### src/rtl/vocoder_mixer.sv
// Vocoder mixer: snapshots one frame of per-band carrier and envelope samples,
// accumulates their Q-format products through a single shared multiplier (one
// band per clock), then outputs the saturated sum as one signed sample.
module vocoder_mixer #(
    parameter int NUM_BANDS = 9,
    parameter int WIDTH     = 32,
    parameter int FRAC_BITS = 16
) (
    input  logic                              clk_in,
    input  logic                              rst_in,
    input  logic                              valid_in,
    input  logic [NUM_BANDS-1:0][WIDTH-1:0]   carrier_in,
    input  logic [NUM_BANDS-1:0][WIDTH-1:0]   envelope_in,
    input  logic [NUM_BANDS-1:0]              band_en_in,
    output logic signed [WIDTH-1:0]           sample_out,
    output logic                              valid_out,
    output logic                              busy_out,
    output logic                              overrun_out
);

    localparam int PROD_W = 2 * WIDTH;
    localparam int TERM_W = PROD_W - FRAC_BITS;
    // Headroom of clog2(NUM_BANDS) bits means the running sum can never wrap.
    localparam int ACC_W  = TERM_W + $clog2(NUM_BANDS);
    localparam int IDX_W  = (NUM_BANDS > 1) ? $clog2(NUM_BANDS) : 1;

    typedef enum logic [1:0] {
        IDLE = 2'd0,
        MAC  = 2'd1,
        DONE = 2'd2
    } state_t;

    state_t                    r_state;
    state_t                    w_state_next;
    logic                      w_accept;
    logic                      w_last;

    // Frame snapshot; only ever read after it has been loaded, so never reset.
    logic [WIDTH-1:0]          r_carrier  [NUM_BANDS];
    logic [WIDTH-1:0]          r_envelope [NUM_BANDS];
    logic [NUM_BANDS-1:0]      r_band_en;

    logic [IDX_W-1:0]          r_k;
    logic signed [ACC_W-1:0]   r_acc;
    logic signed [WIDTH-1:0]   r_sample;
    logic                      r_valid;
    logic                      r_busy;
    logic                      r_overrun;

    logic signed [PROD_W-1:0]  w_prod;
    logic signed [PROD_W-1:0]  w_shift;
    logic signed [TERM_W-1:0]  w_term_trunc;
    logic signed [ACC_W-1:0]   w_term;
    logic signed [ACC_W-1:0]   w_acc_sum;
    logic [ACC_W-WIDTH:0]      w_hi;
    logic                      w_fits;
    logic signed [WIDTH-1:0]   w_sat;

    assign w_last = (r_k == IDX_W'(NUM_BANDS - 1));

    // State register.
    always_ff @(posedge clk_in) begin
        if (rst_in) begin
            r_state <= IDLE;
        end else begin
            r_state <= w_state_next;
        end
    end

    // Next-state logic; a new frame is only taken while fully idle.
    always_comb begin
        w_state_next = r_state;
        w_accept     = 1'b0;
        case (r_state)
            IDLE: begin
                if (valid_in) begin
                    w_accept     = 1'b1;
                    w_state_next = MAC;
                end
            end
            MAC: begin
                if (w_last) begin
                    w_state_next = DONE;
                end
            end
            DONE: begin
                w_state_next = IDLE;
            end
            default: begin
                w_state_next = IDLE;
            end
        endcase
    end

    // Capture the whole frame on acceptance so later input changes are irrelevant.
    always_ff @(posedge clk_in) begin
        if (w_accept) begin
            for (int i = 0; i < NUM_BANDS; i++) begin
                r_carrier[i]  <= carrier_in[i];
                r_envelope[i] <= envelope_in[i];
            end
            r_band_en <= band_en_in;
        end
    end

    // Shared multiplier: full-precision product, floor shift back to Q format,
    // then sign-extend to accumulator width. Disabled bands add zero.
    always_comb begin
        w_prod       = $signed(r_carrier[r_k]) * $signed(r_envelope[r_k]);
        w_shift      = w_prod >>> FRAC_BITS;
        w_term_trunc = w_shift[TERM_W-1:0];
        w_term       = r_band_en[r_k] ? ACC_W'(w_term_trunc) : '0;
        w_acc_sum    = r_acc + w_term;
    end

    // Clamp the final sum to the output range: it fits only if every bit above
    // the output sign bit matches that sign bit.
    always_comb begin
        w_hi   = w_acc_sum[ACC_W-1:WIDTH-1];
        w_fits = (&w_hi) | ~(|w_hi);
        if (w_fits) begin
            w_sat = w_acc_sum[WIDTH-1:0];
        end else if (w_acc_sum[ACC_W-1]) begin
            w_sat = {1'b1, {(WIDTH-1){1'b0}}};
        end else begin
            w_sat = {1'b0, {(WIDTH-1){1'b1}}};
        end
    end

    // Datapath and status flags. The result is registered on the last MAC
    // edge so it is presented during the DONE cycle.
    always_ff @(posedge clk_in) begin
        if (rst_in) begin
            r_k       <= '0;
            r_acc     <= '0;
            r_sample  <= '0;
            r_valid   <= 1'b0;
            r_busy    <= 1'b0;
            r_overrun <= 1'b0;
        end else begin
            r_valid   <= 1'b0;
            r_busy    <= (w_state_next != IDLE);
            r_overrun <= valid_in && (r_state != IDLE);
            if (w_accept) begin
                r_acc <= '0;
                r_k   <= '0;
            end else if (r_state == MAC) begin
                r_acc <= w_acc_sum;
                r_k   <= r_k + IDX_W'(1);
                if (w_last) begin
                    r_sample <= w_sat;
                    r_valid  <= 1'b1;
                end
            end
        end
    end

    assign sample_out  = r_sample;
    assign valid_out   = r_valid;
    assign busy_out    = r_busy;
    assign overrun_out = r_overrun;

endmodule

### config.mk
export PLATFORM = sky130hd
export DESIGN_NAME = vocoder_mixer
export DESIGN_NICKNAME = d
export VERILOG_FILES = /design/src/rtl/vocoder_mixer.sv
export SDC_FILE = /design/constraint.sdc
export NUM_CORES = 2
export LEC_CHECK = 0
export CORE_MARGIN = 4
export CORE_UTILIZATION = 55
export CTS_CLUSTER_SIZE = 25
export DETAILED_ROUTE_END_ITERATION = 6
export GPL_ROUTABILITY_DRIVEN = 0
export PLACE_DENSITY = 0.77
export SYNTH_ARGS = -nofsm -noshare
export SYNTH_HDL_FRONTEND = slang
export SYNTH_SLANG_ARGS = --single-unit
### constraint.sdc
create_clock -name clk_in -period 30.7 [get_ports clk_in]
set_input_delay 6.14 -clock clk_in [delete_from_list [all_inputs] [get_ports clk_in]]
set_output_delay 6.14 -clock clk_in [all_outputs]
set_load 0.05 [all_outputs]
Word-level counts from Yosys, hierarchy flattened
Memory sizes are Yosys's and may differ from the RTL's. A register that Yosys moved wholly into a read port is not among the register bits.
Cells that the tools add are included.
Widths: inputs -> output; s select.
{"block": "totals", "regBits": 102, "latchBits": 0, "mem_bits_rw": 576, "mem_bits_ro": 0, "inputBits": 588, "out_inout_bits": 35, "wordCells": 46, "n_memories": 2}
{"block": "op_classes", "addsub": 2, "n_mul": 1, "div": 0, "magnitude_cmp": 1, "eq_ne": 2, "n_shift": 0, "mux": 17, "bitwise": 4, "reduce_logical": 9}
{"memory": "r_carrier", "words": 9, "width": 32, "read_ports": 1, "rd_ports_with_merged_regs": 1, "wr": 9, "line": "39", "text": "logic [WIDTH-1:0] r_carrier [NUM_BANDS];"}
{"memory": "r_envelope", "words": 9, "width": 32, "read_ports": 1, "rd_ports_with_merged_regs": 1, "wr": 9, "line": "40", "text": "logic [WIDTH-1:0] r_envelope [NUM_BANDS];"}
{"operator": "$mul 32x32->64", "n": 1}
{"operator": "$mux 32", "n": 2}
{"operator": "$add 52x52->52", "n": 1}
{"operator": "$mux 52", "n": 1}
{"operator": "$reduce_and 21->1", "n": 1}
{"operator": "$reduce_or 21->1", "n": 1}
{"operator": "$mux 4", "n": 4}
{"operator": "$mux 1", "n": 6}
{"operator": "$lt 4x5->1 const B", "n": 1}
{"operator": "$add 4x1->4 const B", "n": 1}
{"operator": "$bmux 1 s4", "n": 1}
{"operator": "$eq 4x4->1 const B", "n": 1}
{"operator": "$mux 2", "n": 2}
{"operator": "$pmux 2 s2", "n": 1}
{"operator": "$reduce_bool 2->1", "n": 2}
{"operator": "$not 1->1", "n": 3}
{"operator": "$reduce_and 3->1", "n": 1}
{"operator": "$reduce_or 3->1", "n": 1}
{"operator": "$eq 2x1->1 const B", "n": 1}
{"operator": "$logic_not 2->1", "n": 1}
{"operator": "$reduce_or 2->1", "n": 1}
{"operator": "$logic_and 1x1->1", "n": 1}
{"operator": "$or 1x1->1", "n": 1}

Depth between registers and ports, before layout
{"block": "depth", "ltp_word": 8, "depth_mapped": 55, "mapped_depth_nobuf": 46}

Worst setup path before layout
Ideal clock, no wire load.
{"block": "synth_timing", "path_type": "input to register", "from": "input port valid_in", "to": "register (tool-made name)", "arrival_ps": 21370, "setup_slack_ps": 9194, "stages": 5, "path_buffers": 2, "cell_sequence": "and2_1 > or2_2 > clkbuf_1 > clkbuf_1 > a21oi_1"}
{"element": "start, declared", "line": "11", "text": "input logic valid_in,"}

==> results.txt <==
The pre-antenna-repair detailed-routing pass consisted of 6 iterations. The floorplan step set the die height to 348 µm. The number of DRC violations after detailed routing came out at 0. The average instance in the mapped netlist occupies 11.2 µm².

The tools report the cell area after synthesis as 63400 µm². Counting instances, the worst hold path has a depth of 2. The clock root buffer master was clkbuf_16. Setup violations remaining at the end of the flow were counted as 0. The run gives 0.0622 GHz as the maximum clock rate. The first global-routing pass estimated 301 mm of wire. TritonCTS built the clock tree. Data on the critical path arrives at its endpoint at 16670 ps. At the worst endpoint, the required time is 31300 ps.

The shortest clock period the worst path allows after layout was 16070 ps. In this run the standard cell core region covers 114000 µm². For this design, the slowest cell found on the critical path is o21a_1. For the half-perimeter wire length of the detailed placement result, the log shows 158 mm. The tools report the startpoint of the most critical hold path as r_acc[31].

Post-CTS repair changed the size of 0 cells. The max-capacitance violation count came out at 0. The fraction of layout instances using a drive strength above 1 came out at 0.0663. For the clock net sink count, the log shows 682. The tools report the post-CTS setup-driven buffer insertion count as 0.

By count the netlist is led by 1082 x fa_1, 968 x inv_1, 768 x nand2_1, 585 x edfxtp_1, 569 x nor2_1. The total overflow left after global routing is 0. Layout overhead on the synthesized area: 16.4%. For this run, the number of Yosys warnings is 0.

After routing the design area is 73800 µm². The H-tree depth was 3; the clock slew at the register clock pins of the worst setup and hold paths was 70 ps. The routed design has 204 mm of wire.

The flip-flop and latch count after synthesis is 682. Synthesis produced a netlist with a net count of 7561. STA classifies the critical path endpoint as a flop. The fraction of post-synthesis cell area in the top cell type by area came out at 0.342.

The average via count per standard cell was 5.98; the number of flops mapped to enable cells by yosys was 585. The run gives 0.308 as the sequential-to-total area share from yosys stat. Placement row count: 124.

The run gives 0.337 as the global-route usage over all layers. Counting distinct cell types in the post-synthesis netlist gives 85. The effective utilization at floorplan is 0.554. The largest total area in the synthesized netlist belongs to fa_1.

For the pin with the worst max-slew slack, the measured transition is 1310 ps. The number of antenna violations at the first check in global routing is 35. Of all nets on the critical path, the largest fanout is 39. The cell count of the worst reg-to-reg path was 45; the via count of the first global-routing pass was 48927.

The final number of hold-violating endpoints was 0. TritonCTS created 70 clock buffers. In this run the remaining antenna-violating nets after routing total 0. The post-synthesis instance total came out at 5658.

fa_1 is the most common cell in the netlist. The worst setup path is launched from a flop. The logs give 0 for the final-report max-slew violation count and 0.525 for the routing usage on met2. Entering global routing, the biggest net connects 168 pins. The global routing stage identified its most utilized layer as met2.

Input and output buffers added on the ports amount to 622. The met3 track demand over resource in global routing is 0.119. The tools report the worst slack on hold paths as 463 ps. In the final routed layout, each cell accounts on average for 26.2 µm.

The tools report the maximum clock skew at final layout as 20.0 ps. Reg-to-reg critical path endpoint: sample_out[18]. The run gives 0.412 as the met1 usage. The critical path is of the reg2reg type. The count of vias placed by the detailed router was 46501.

The flow ran to the end, and the final reports show no timing, DRC or antenna violations. The worst hold path belongs to the class reg2reg. The clock latency of the later-clocked register in the worst-skew pair was 660 ps. Across all register-to-register paths, the minimum setup slack is 14630 ps. The share of async-settable or async-resettable flops after synthesis works out to 0. The tools report the worst relative slew slack as 0.125. Largest stage delay on the critical path: 940 ps.

Ranked by total cell area, the synthesized netlist is headed by fa_1 34%, edfxtp_1 28%, inv_1 5.7%, ha_1 4.6%, nand2_1 4.5%. The tools report the number of nets in the finished design as 8082. Summed over all failing endpoints, the final setup total negative slack is 0 ps. The most instantiated flip-flop cell in the synthesis netlist is edfxtp_1. The clock passes through at most 3 buffers. The floorplan die area is 121000 µm². For hold timing, the worst endpoint is r_acc[31]. Measured along the x axis, the die boundary spans 348 µm.

The dominant cell type by count on the critical path is fa_1. The cell area after placement is 71400 µm². Setup repair after global routing left no endpoint under its margin. For this design the top-level I/O count stands at 623.

The DRC marker count from the first detailed-route iteration is 5433, and the final clock period utilization by the worst path is 0.524. Buffers inserted to repair hold after CTS numbered 0.
[routing by layer]
layer,part of all wire,vias to the layer above
met1,0.33,23337
met2,0.47,3196
met5,0.00032,-
li1,-,19185
met4,0.068,2
met3,0.13,781
[cell usage in the layout, fill, tap and decap left out, types with 28 or more instances in the layout]
cell type,instances
nor3_1,28
edfxtp_1,585
mux4_2,122
buf_4,96
mux2i_1,79
inv_1,968
nor2_1,569
nand2_1,768
clkbuf_16,71
diode_2,34
clkdlybuf4s50_1,622
dfxtp_1,93
and2_1,45
ha_1,233
a21oi_1,154
xor2_1,39
o221a_2,28
o21ai_1,34
xnor2_1,55
a21o_1,65
o21ai_0,68
o21a_1,68
fa_1,1082
[cells by family after synthesis]
logic type / Yosys count / synth area share
multiplexers: 201 / 0.0558
AND/OR/NAND/NOR: 1542 / 0.0994
AO/OA/AOI/OAI: 582 / 0.0618
buffers and inverters: 1241 / 0.0743
XOR/XNOR: 95 / 0.0132
adder cells (fa/ha/maj): 1315 / 0.388
flip-flops: 682 / 0.308
[how the worst max path moves through the flow]
stage                           endpoint  slack (ps)
after detailed placement  sample_out[18]       14900
after floorplan                     flop        9190
after CTS                 sample_out[18]       14840
after global placement     sample_out[7]       15170
final                     sample_out[18]       14630
after global routing       sample_out[2]       13710
[registers in the layout, summed over array words and instances, names as in the netlist, named ones only]
name and flops:
overrun_out 1, busy_out 1, r_band_en 9, r_state 2, valid_out 1, r_carrier 288
r_acc 52, r_envelope 288, sample_out 32, r_k 4
[worst max-delay path: cells and delay by family, from the launching register on]
family                     cells  cell delay [ps]
buffers and inverters          7             2090
DFF                            1              490
AOI/OAI and AO/OA             14             4940
adders and majority gates     10             4760
and+or+nand+nor               12             2740
muxes                          2              840
[per-stage QoR]
step	setup WS, ps	std cells	util
3_3_place_gp	15170	7619	0.625
4_1_cts	14840	7743	0.644
5_1_grt	13710	7771	0.645
3_5_place_dp	14900	7619	0.625
2_1_floorplan	9190	5658	-
6_report	14630	7777	0.645
[final cells by class]
cell class              instances  area, µm²
fillers                      8339      40600
multi-input cells            3735      39400
flip-flops and latches        682      19500
repair buffers                721       7010
inverters                     969       3640
well taps                    1512       1890
clock buffers                  80       1810
clock inverters                44        459
diodes                         34       85.1
Power is left out: the tool's default activity adds up to more than one toggle a clock period on the data nets, which glitch-free logic cannot reach.
